File: config.mk
export PLATFORM = sky130hd
export DESIGN_NAME = seq_detect_param
export DESIGN_NICKNAME = d
export VERILOG_FILES = /design/src/rtl/seq_detect_pkg.sv /design/src/rtl/seq_detect_param_pulse_stretch.sv /design/src/rtl/seq_detect_param.sv
export SDC_FILE = /design/constraint.sdc
export NUM_CORES = 1
export LEC_CHECK = 0
export CAP_MARGIN = 20
export CORE_AREA = 2 2 69 71
export CTS_CLUSTER_DIAMETER = 80
export DETAILED_ROUTE_END_ITERATION = 8
export DIE_AREA = 0 0 71 73
export PLACE_DENSITY = 0.67
export SLEW_MARGIN = 20
export SYNTH_ARGS = -nofsm -noshare
export SYNTH_HDL_FRONTEND = slang
export SYNTH_HIERARCHICAL = 1
export SYNTH_SLANG_ARGS = --single-unit
File: constraint.sdc
create_clock -name clk -period 5.8 [get_ports clk]
set_input_delay 1.16 -clock clk [delete_from_list [all_inputs] [get_ports clk]]
set_output_delay 1.16 -clock clk [all_outputs]
set_load 0.05 [all_outputs]
File: src/rtl/seq_detect_pkg.sv
// seq_detect_pkg
//   Shared helpers for the serial pattern detector and its sibling monitors.
//   calc_len_w : width needed to hold a pattern length in the range 0..seq_w
//   sat_inc    : saturating increment of a counter up to 32 bits wide
package seq_detect_pkg;

  function automatic int calc_len_w(input int seq_w);
    return $clog2(seq_w + 1);
  endfunction

  // The counter value is carried in 32 bits. For narrower counters, the
  // caller truncates the result back to its own width.
  function automatic logic [31:0] sat_inc(input logic [31:0] val, input int width);
    logic [31:0] max_val;
    max_val = (width >= 32) ? 32'hFFFF_FFFF : ((32'd1 << width) - 32'd1);
    return (val >= max_val) ? max_val : val + 32'd1;
  endfunction

endpackage

File: src/rtl/seq_detect_param_pulse_stretch.sv
// pulse_stretch
//   Stretches a single-cycle trigger into a PULSE_LEN-cycle pulse using a
//   down-counter. A trigger while the pulse is active reloads the count, so
//   back-to-back triggers extend the pulse rather than stacking it.
// Ports
//   clk    in   clock
//   rst_n  in   asynchronous active-low reset
//   clr    in   synchronous clear, wins over trig
//   trig   in   load PULSE_LEN into the counter
//   pulse  out  high while the counter is nonzero
module pulse_stretch #(
  parameter int PULSE_LEN = 2
) (
  input  logic clk,
  input  logic rst_n,
  input  logic clr,
  input  logic trig,
  output logic pulse
);

  localparam int CW = $clog2(PULSE_LEN + 1);

  logic [CW-1:0] cnt;

  always_ff @(posedge clk or negedge rst_n) begin
    if (!rst_n) begin
      cnt <= '0;
    end else if (clr) begin
      cnt <= '0;
    end else if (trig) begin
      cnt <= CW'(PULSE_LEN);
    end else if (cnt != '0) begin
      cnt <= cnt - CW'(1);
    end
  end

  assign pulse = (cnt != '0);

endmodule

File: src/rtl/seq_detect_param.sv
// seq_detect_param
//   Serial pattern detector with a runtime-programmable pattern of 1..SEQ_W
//   bits. Selectable overlapping matching, a stretched hit pulse, and a
//   saturating hit counter. All state advances only on din_vld cycles, except
//   the pulse stretcher, which runs freely.
// Ports
//   clk      in   clock
//   rst_n    in   asynchronous active-low reset
//   clr      in   synchronous clear of history, fill, pulse and hit counter
//   din_vld  in   qualifies din
//   din      in   serial data bit
//   pattern  in   target pattern; bit pat_len-1 is received first
//   pat_len  in   active length 1..SEQ_W; other values disable detection
//   overlap  in   1 = overlapping matches, 0 = restart after each hit
//   result   out  PULSE_LEN-cycle pulse per hit (retriggerable)
//   hit_cnt  out  saturating hit count (CNT_W up to 32)
module seq_detect_param
  import seq_detect_pkg::*;
#(
  parameter int SEQ_W     = 8,
  parameter int PULSE_LEN = 2,
  parameter int CNT_W     = 16,
  localparam int LEN_W    = calc_len_w(SEQ_W)
) (
  input  logic             clk,
  input  logic             rst_n,
  input  logic             clr,
  input  logic             din_vld,
  input  logic             din,
  input  logic [SEQ_W-1:0] pattern,
  input  logic [LEN_W-1:0] pat_len,
  input  logic             overlap,
  output logic             result,
  output logic [CNT_W-1:0] hit_cnt
);

  localparam int LW1 = LEN_W + 1;

  logic [SEQ_W-1:0] hist;
  logic [SEQ_W-1:0] hist_nxt;
  logic [LEN_W-1:0] fill;
  logic             len_ok;
  logic             fill_ok;
  logic             pat_eq;
  logic             hit;
  logic             hist_msb_unused;

  // The compare window includes the bit that is being accepted, so it matches
  // against the post-shift history. The oldest stored bit is never part of a
  // window of SEQ_W bits that includes din.
  assign hist_nxt        = {hist[SEQ_W-2:0], din};
  assign hist_msb_unused = hist[SEQ_W-1];

  always_comb begin
    pat_eq = 1'b1;
    for (int i = 0; i < SEQ_W; i++) begin
      if ((LEN_W'(i) < pat_len) && (hist_nxt[i] != pattern[i])) begin
        pat_eq = 1'b0;
      end
    end
  end

  assign len_ok  = (pat_len != '0) && (pat_len <= LEN_W'(SEQ_W));
  // The fill count guards against matching stale bits from before reset or
  // clr, or from before a non-overlapping hit.
  assign fill_ok = ({1'b0, fill} + LW1'(1)) >= {1'b0, pat_len};
  assign hit     = din_vld & len_ok & fill_ok & pat_eq;

  always_ff @(posedge clk or negedge rst_n) begin
    if (!rst_n) begin
      hist    <= '0;
      fill    <= '0;
      hit_cnt <= '0;
    end else if (clr) begin
      hist    <= '0;
      fill    <= '0;
      hit_cnt <= '0;
    end else begin
      if (din_vld) begin
        hist <= hist_nxt;
        if (hit && !overlap) begin
          fill <= '0;
        end else if (fill != LEN_W'(SEQ_W)) begin
          fill <= fill + LEN_W'(1);
        end
      end
      if (hit) begin
        hit_cnt <= CNT_W'(sat_inc(32'(hit_cnt), CNT_W));
      end
    end
  end

  pulse_stretch #(
    .PULSE_LEN(PULSE_LEN)
  ) u_pulse_stretch (
    .clk  (clk),
    .rst_n(rst_n),
    .clr  (clr),
    .trig (hit),
    .pulse(result)
  );

endmodule

==> results of run 1 <==
[routing by layer]
metal / vias up / routed length [um] / global-route usage / share of wire
met4: 0 / 52 / 0.0692 / 0.013
li1: 747 / - / - / -
met1: 731 / 1850 / 0.218 / 0.47
met2: 21 / 1950 / 0.274 / 0.49
met5: - / 0 / 0 / 0
met3: 4 / 117 / 0.0414 / 0.030
[cell families (layout without fill, tap and decap cells)]
group	count (synthesis)	in the layout	synth area share
AO/OA/AOI/OAI	44	44	0.183
XOR/XNOR	13	13	0.0637
adder cells (fa/ha/maj)	8	8	0.0560
buffers and inverters	20	58	0.0553
flip-flops	29	29	0.406
multiplexers	10	10	0.0567
AND/OR/NAND/NOR	61	61	0.179
[power by group through the flow]
stage | combinational (mW) | clock [mW] | sequential, mW
5_1_grt | 0.117 | 0.235 | 0.218
2_1_floorplan | 0.0706 | 0 | 0.219
4_1_cts | 0.108 | 0.224 | 0.217
3_3_place_gp | 0.105 | 0 | 0.219
3_5_place_dp | 0.106 | 0 | 0.220
6_report | 0.107 | 0.219 | 0.216
[how the worst max path moves through the flow]
stage,endpoint,slack (ns)
floorplan,hit_cnt[8],2.83
global placement,hit_cnt[8],2.21
detailed placement,hit_cnt[8],2.15
CTS,hit_cnt[8],2.43
global route,hit_cnt[8],2.36
finish,hit_cnt[8],2.42
[critical path, stage by stage]
cell	delay, ns
sky130_fd_sc_hd__clkdlybuf4s50_1	0.60
sky130_fd_sc_hd__inv_1	0.08
sky130_fd_sc_hd__ha_1	0.28
sky130_fd_sc_hd__o21ai_0	0.08
sky130_fd_sc_hd__o21a_1	0.18
sky130_fd_sc_hd__or4_4	0.61
sky130_fd_sc_hd__clkinv_4	0.16
sky130_fd_sc_hd__nand4_1	0.12
sky130_fd_sc_hd__mux2_2	0.29
[registers in the layout, summed over array words and instances, names as in the netlist]
| name | flops |
|---|---|
| fill | 4 |
| hit_cnt | 16 |
| u_pulse_stretch/cnt | 2 |
| hist | 7 |
[cells in the final DEF, fill, tap and decap left out, types with 2 or more instances in the layout]
| cell type | n |
|---|---|
| sky130_fd_sc_hd__a21oi_1 | 9 |
| sky130_fd_sc_hd__nor2_1 | 16 |
| sky130_fd_sc_hd__nor3_1 | 8 |
| sky130_fd_sc_hd__o21ai_0 | 3 |
| sky130_fd_sc_hd__dfrtp_1 | 29 |
| sky130_fd_sc_hd__buf_4 | 2 |
| sky130_fd_sc_hd__and2_1 | 2 |
| sky130_fd_sc_hd__nand2b_1 | 2 |
| sky130_fd_sc_hd__clkbuf_8 | 6 |
| sky130_fd_sc_hd__nand4_1 | 5 |
| sky130_fd_sc_hd__a21oi_2 | 2 |
| sky130_fd_sc_hd__a31oi_1 | 4 |
| sky130_fd_sc_hd__nand2_1 | 10 |
| sky130_fd_sc_hd__a311oi_1 | 6 |
| sky130_fd_sc_hd__a21o_1 | 2 |
| sky130_fd_sc_hd__clkdlybuf4s50_1 | 34 |
| sky130_fd_sc_hd__xnor2_1 | 6 |
| sky130_fd_sc_hd__xor2_1 | 7 |
| sky130_fd_sc_hd__mux2i_1 | 9 |
| sky130_fd_sc_hd__nand3_1 | 6 |
| sky130_fd_sc_hd__and3_1 | 4 |
| sky130_fd_sc_hd__and4_1 | 2 |
| sky130_fd_sc_hd__ha_1 | 8 |
| sky130_fd_sc_hd__a211oi_1 | 7 |
| sky130_fd_sc_hd__inv_1 | 12 |
[cell type report]
class / count / area [um2]
clock buffer: 7 / 86.3
clock inverter: 1 / 30.0
fill: 415 / 2250
inverter: 14 / 57.6
multi-input combinational: 136 / 962
sequential: 29 / 726
tap: 54 / 67.6
timing repair buffer: 36 / 355
[metrics by stage]
step / hold slack, ns / area [um2]
final: 0.564 / 2280
after global routing: 0.596 / 2280
after CTS: 0.561 / 2280
after detailed placement: 0.554 / 2170
after global placement: 0.544 / 2170
after floorplan: 0.508 / 1790
==> run summary, run 1 <==
Result of the run: finished, final reports clean
Iteration-0 DRC count of the detailed router: 90
Crit path arrival time: 3.55 ns
Worst-case clock skew: 0.00451 ns
Antenna violations before repair: 0
Effective utilization at floorplan: 0.394
Site Rows: 25
Clk Latency, worst-skew pair: 0.29 ns
Final core utilization: 0.504
Maximum number of pins on one net before global-route repair: 31
Worst min-delay path endpoint: hit_cnt[2]
CTS tree: done
VDD IR max: 0.000104 V
Die Width: 71 um
Terminus of the critical flop-to-flop path: hit_cnt[8]
Die height: 73 um
First-pass GRT wire length: 6960 um
Root buffer cell: sky130_fd_sc_hd__clkbuf_8
Part of the Yosys area used for sequential elements: 0.406
Final Worst Setup Slack: 2.42 ns
Req. time, crit path: 5.97 ns
Most used DFF post-synth: sky130_fd_sc_hd__dfrtp_1
Cell depth of the worst min-delay path: 1
Maximum achievable frequency: 296 MHz
Power spent charging and discharging nets: 0.143 mW
Top area cells in the synthesized netlist: sky130_fd_sc_hd__dfrtp_1, sky130_fd_sc_hd__ha_1, sky130_fd_sc_hd__mux2i_1, sky130_fd_sc_hd__xor2_1, sky130_fd_sc_hd__nor2_1
DP Wirelength: 2770 um
Largest fanout of any net on the critical path: 19
Final Max Tran Viols: 0
Total power divided by cell area: 237 nW/um2
Overall routed net length: 3960 um
Internal Pwr Total: 0.398 mW
Kind of start point of the critical path: input pin
Clock-pin slew on the worst setup and hold paths: 0.07 ns
Seq cells post-synth: 29
Maximum level of the CTS H-tree: 2
Number of antenna cells inserted: 0
Post-placement setup slack: 2.15 ns
Number of nets with antenna violations after routing: 0
Share of cells above drive strength 1: 0.0897
Count of maximum capacitance violations: 0
Maximum buffer depth of the clock tree: 2
Vias: 1,503
Power share of the sequential group: 0.399
Transition time at the pin with the least slew margin: 0.586 ns
Final hold violation count: 0
Launch instance of the worst min-delay path: hit_cnt[2]
Min Clock Period, post-route: 3.38 ns
Congestion Overflow GR: 0
R2r startpoint: fill[0]
Number of nets in the finished design: 248
Overall global routing resource usage: 0.169
Crit path kind: in -> reg
Part of the cycle the worst path needs: 0.583
Number of clock buffers inserted by TritonCTS: 5
RSZ-0062 raised after global routing: no
Routed WL per cell: 14.3 um
Count of input and output buffers: 34
Max_slew headroom: 0.608
Type of element capturing the critical path: flop
Remaining routing DRC violations: 0
Total nets after synthesis: 211
Beginning of the critical path: pat_len[3]
Static leakage: 0.989 nW
Flop-to-flop setup slack: 3.09 ns
Count of flip-flops with a built-in enable after synthesis: 0
Final setup viols: 0
Number of iterations in the first detailed-routing pass: 4
Post-synth top area share: 0.406
Part of the total power dissipated in combinational logic: 0.197
Postcts setup bufs: 0
Synth warn: 6
Post-placement cell count: 269
Area Growth Syn to Fin: 27.9%
Total power draw: 0.542 mW
Count of cell types in the netlist: 46
Clock share of power: 0.404
Count of hold buffers inserted by post-cts repair: 0
R2R cell count: 9
Vias in the first global route: 1,500
GP Congestion: 0.752
Post-synthesis cell count: 185
Top cells by count, synth: sky130_fd_sc_hd__dfrtp_1, sky130_fd_sc_hd__nor2_1, sky130_fd_sc_hd__inv_1
Count of boundary I/O pins: 35
DIE AREA: 5180 um2
Area of the core: 4540 um2
Cells resized by post-CTS repair: 0
Clock sink count: 29
Synth async-reset ratio: 1.00
Final-layout setup total negative slack: 0 ns
Post-synthesis instance area: 1790 um2
Type of the worst min-delay path: reg -> reg
Avg Synthesized Cell Area: 9.66 um2
Filler-free cell count of the finished design: 277
Average via count per standard cell: 5.43
Switching part of the total: 0.264
Top cell type by total area after synthesis: sky130_fd_sc_hd__dfrtp_1
Leading cell type by number of instances after synthesis: sky130_fd_sc_hd__dfrtp_1
Note: power is estimated with default switching activity, not from simulation.
==> run 2: changes to the inputs <==
Clock period 5.8 ns to 3.3 ns, I/O delays scaled along.
==> run 2 against run 1 <==
Effect of this change:
- count of clock-buffer cells in the layout rose by 1
- first-iteration DRC count did not move
- wire length down 2.9%
- power up 55%
- highest routed layer unchanged
==> run summary, run 2 (synthesis gave the netlist of run 1 again) <==
Antenna violations before repair: 0 (unchanged)
Commonest cells after routing, fill and taps aside: sky130_fd_sc_hd__clkdlybuf4s50_1, sky130_fd_sc_hd__dfrtp_1, sky130_fd_sc_hd__nor2_1
Maximum buffer depth of the clock tree: 2 (unchanged)
Static leakage: 0.985 nW (-0.39%)
Vias: 1,534 (+2.1%)
Maximum number of pins on one net before global-route repair: 30 (-3.2%)
Register with the most flip-flops: hit_cnt
Clock-pin slew on the worst setup and hold paths: 0.06 ns (about the same)
Cells resized by post-CTS repair: 0 (unchanged)
Flop-to-flop setup slack: 0.61 ns (-2.48 ns)
VDD IR max: 0.000202 V (+94%)
Part of the cycle the worst path needs: 0.853
Die height: 73 um (unchanged)
Maximum achievable frequency: 355 MHz
Crit path kind: in -> reg
Cell depth of the worst min-delay path: 2 (+1)
Vias in the first global route: 1,464 (-2.4%)
Post-placement cell count: 272 (+1.1%)
Type of element capturing the critical path: flop
Postcts setup bufs: 0 (unchanged)
Area Growth Syn to Fin: 27.1%
Count of maximum capacitance violations: 0 (unchanged)
Clock sink count: 29 (unchanged)
Count of input and output buffers: 34 (unchanged)
Die Width: 71 um (unchanged)
Overall routed net length: 3850 um (-2.9%)
GP Congestion: 0.742 (-1.4%)
Site Rows: 25 (unchanged)
DP Wirelength: 2820 um (+1.7%)
Transition time at the pin with the least slew margin: 0.769 ns (+0.182 ns)
Iteration-0 DRC count of the detailed router: 90 (unchanged)
Clk Latency, worst-skew pair: 0.28 ns (about the same)
Congestion Overflow GR: 0 (unchanged)
FF/Latch Area: 726 um2 (unchanged)
DIE AREA: 5180 um2 (unchanged)
Routed WL per cell: 13.7 um (-4.0%)
Overall global routing resource usage: 0.161 (-0.00805)
Effective utilization at floorplan: 0.394 (unchanged)
Number of fill cells in the layout: 429 (+3.4%)
Worst-case clock skew: 0.00234 ns (-0.00217 ns)
Result of the run: finished, final reports clean
Type of the worst min-delay path: reg -> reg
CTS tree: done
Maximum level of the CTS H-tree: 2 (unchanged)
Number of iterations in the first detailed-routing pass: 4 (unchanged)
Filler-free cell count of the finished design: 280 (+1.1%)
Area of the core: 4540 um2 (unchanged)
Number of flip-flops under the largest register name: 16 (unchanged)
Number of nets with antenna violations after routing: 0 (unchanged)
Met3 layer usage reported by global route: 0.0373 (-0.00414)
Total power divided by cell area: 371 nW/um2 (+56%)
Crit path arrival time: 2.98 ns (-0.57 ns)
R2r startpoint: fill[0]
First-pass GRT wire length: 6690 um (-4.0%)
Root buffer cell: sky130_fd_sc_hd__clkbuf_8
Max_slew headroom: 0.486 (-0.122)
Number of nets in the finished design: 251 (+1.2%)
Beginning of the critical path: pat_len[1]
Leading cell type in the layout, fill and taps excluded: sky130_fd_sc_hd__clkdlybuf4s50_1
Share of cells above drive strength 1: 0.0929 (+0.00323)
Count of boundary I/O pins: 35 (unchanged)
R2R cell count: 9 (unchanged)
Worst min-delay path endpoint: hist[6]
Largest fanout of any net on the critical path: 19 (unchanged)
Number of antenna cells inserted: 0 (unchanged)
Launch instance of the worst min-delay path: hist[6]
Met2 track utilization from global routing: 0.254 (-0.0197)
RSZ-0062 raised after global routing: no
Count of hold buffers inserted by post-cts repair: 0 (unchanged)
Final-layout setup total negative slack: 0 ns (unchanged)
Final Max Tran Viols: 0 (unchanged)
Remaining routing DRC violations: 0 (unchanged)
Largest regs: hit_cnt: 16 flops, hist: 7 flops, fill: 4 flops
Grt peak-use layer: met2
Number of clock buffers inserted by TritonCTS: 5 (unchanged)
Kind of start point of the critical path: input pin
Min Clock Period, post-route: 2.81 ns
Terminus of the critical flop-to-flop path: hit_cnt[8]
Met1 usage in global routing: 0.216 (-0.00117)
Average via count per standard cell: 5.48 (+0.97%)
Final hold violation count: 0 (unchanged)
Req. time, crit path: 3.46 ns (-2.51 ns)
Multi-input gate area in the final layout: 962 um2 (unchanged)
Final setup viols: 0 (unchanged)
## run 2: cell count changes in the layout (fill, tap and decap cells not counted)
cell | previous run | this run
sky130_fd_sc_hd__clkbuf_8 | 6 | 5
sky130_fd_sc_hd__buf_4 | 2 | 5
sky130_fd_sc_hd__clkbuf_1 | 1 | 3
sky130_fd_sc_hd__bufinv_16 | 1 | 0
## run 2: layout make-up
type,instances,share of cell area
sequential,29,0.320
clock buffer,8,0.0353
timing repair buffer,39,0.166
inverter,14,0.0253
tap,54,0.0298
multi-input combinational,136,0.424
## run 2: power breakdown
part           switching (mW)  internal [mW]
sequential            0.00913          0.370
clock                   0.126          0.149
combinational           0.101         0.0858
## run 2: worst max-delay path by stage
stage | endpoint | slack (ns) | cells past startpoint
after floorplan | hit_cnt[8] | 0.78 | 10
after global placement | hit_cnt[8] | 0.24 | 9
after detailed placement | hit_cnt[8] | 0.20 | 9
after CTS | hit_cnt[8] | 0.49 | 9
after global routing | hit_cnt[8] | 0.35 | 9
final | hit_cnt[8] | 0.49 | 9
## run 2: per-layer routing
layer  share of wire  vias to the layer above
li1                -                      756
met1            0.46                      733
met2            0.47                       37
met3           0.049                        8
met4           0.019                        0
met5               0                        -
## run 2: critical path: stages
cell                              delay [ns]
sky130_fd_sc_hd__clkdlybuf4s50_1        0.54
sky130_fd_sc_hd__inv_1                  0.08
sky130_fd_sc_hd__ha_1                   0.28
sky130_fd_sc_hd__a211oi_1               0.06
sky130_fd_sc_hd__o21a_1                 0.18
sky130_fd_sc_hd__or4_4                  0.61
sky130_fd_sc_hd__clkinv_4               0.16
sky130_fd_sc_hd__nand4_1                0.12
sky130_fd_sc_hd__mux2_2                 0.28
## run 2: stage by stage
stage / hold slack [ns] / cell area [um2] / setup slack [ns] / power, mW / util
floorplan: 0.364 / 1790 / 0.784 / 0.508 / -
global route: 0.576 / 2270 / 0.353 / 0.887 / 0.501
global placement: 0.528 / 2190 / 0.244 / 0.572 / 0.483
detailed placement: 0.541 / 2190 / 0.199 / 0.575 / 0.483
finish: 0.545 / 2270 / 0.486 / 0.842 / 0.501
CTS: 0.554 / 2270 / 0.493 / 0.855 / 0.501
==> run 3: changes to the inputs <==
Settings changed: SKIP_CTS_REPAIR_TIMING from default to 1.
==> results of run 3 <==
No change in the layout: final DEF, timing and power equal those of run 2.
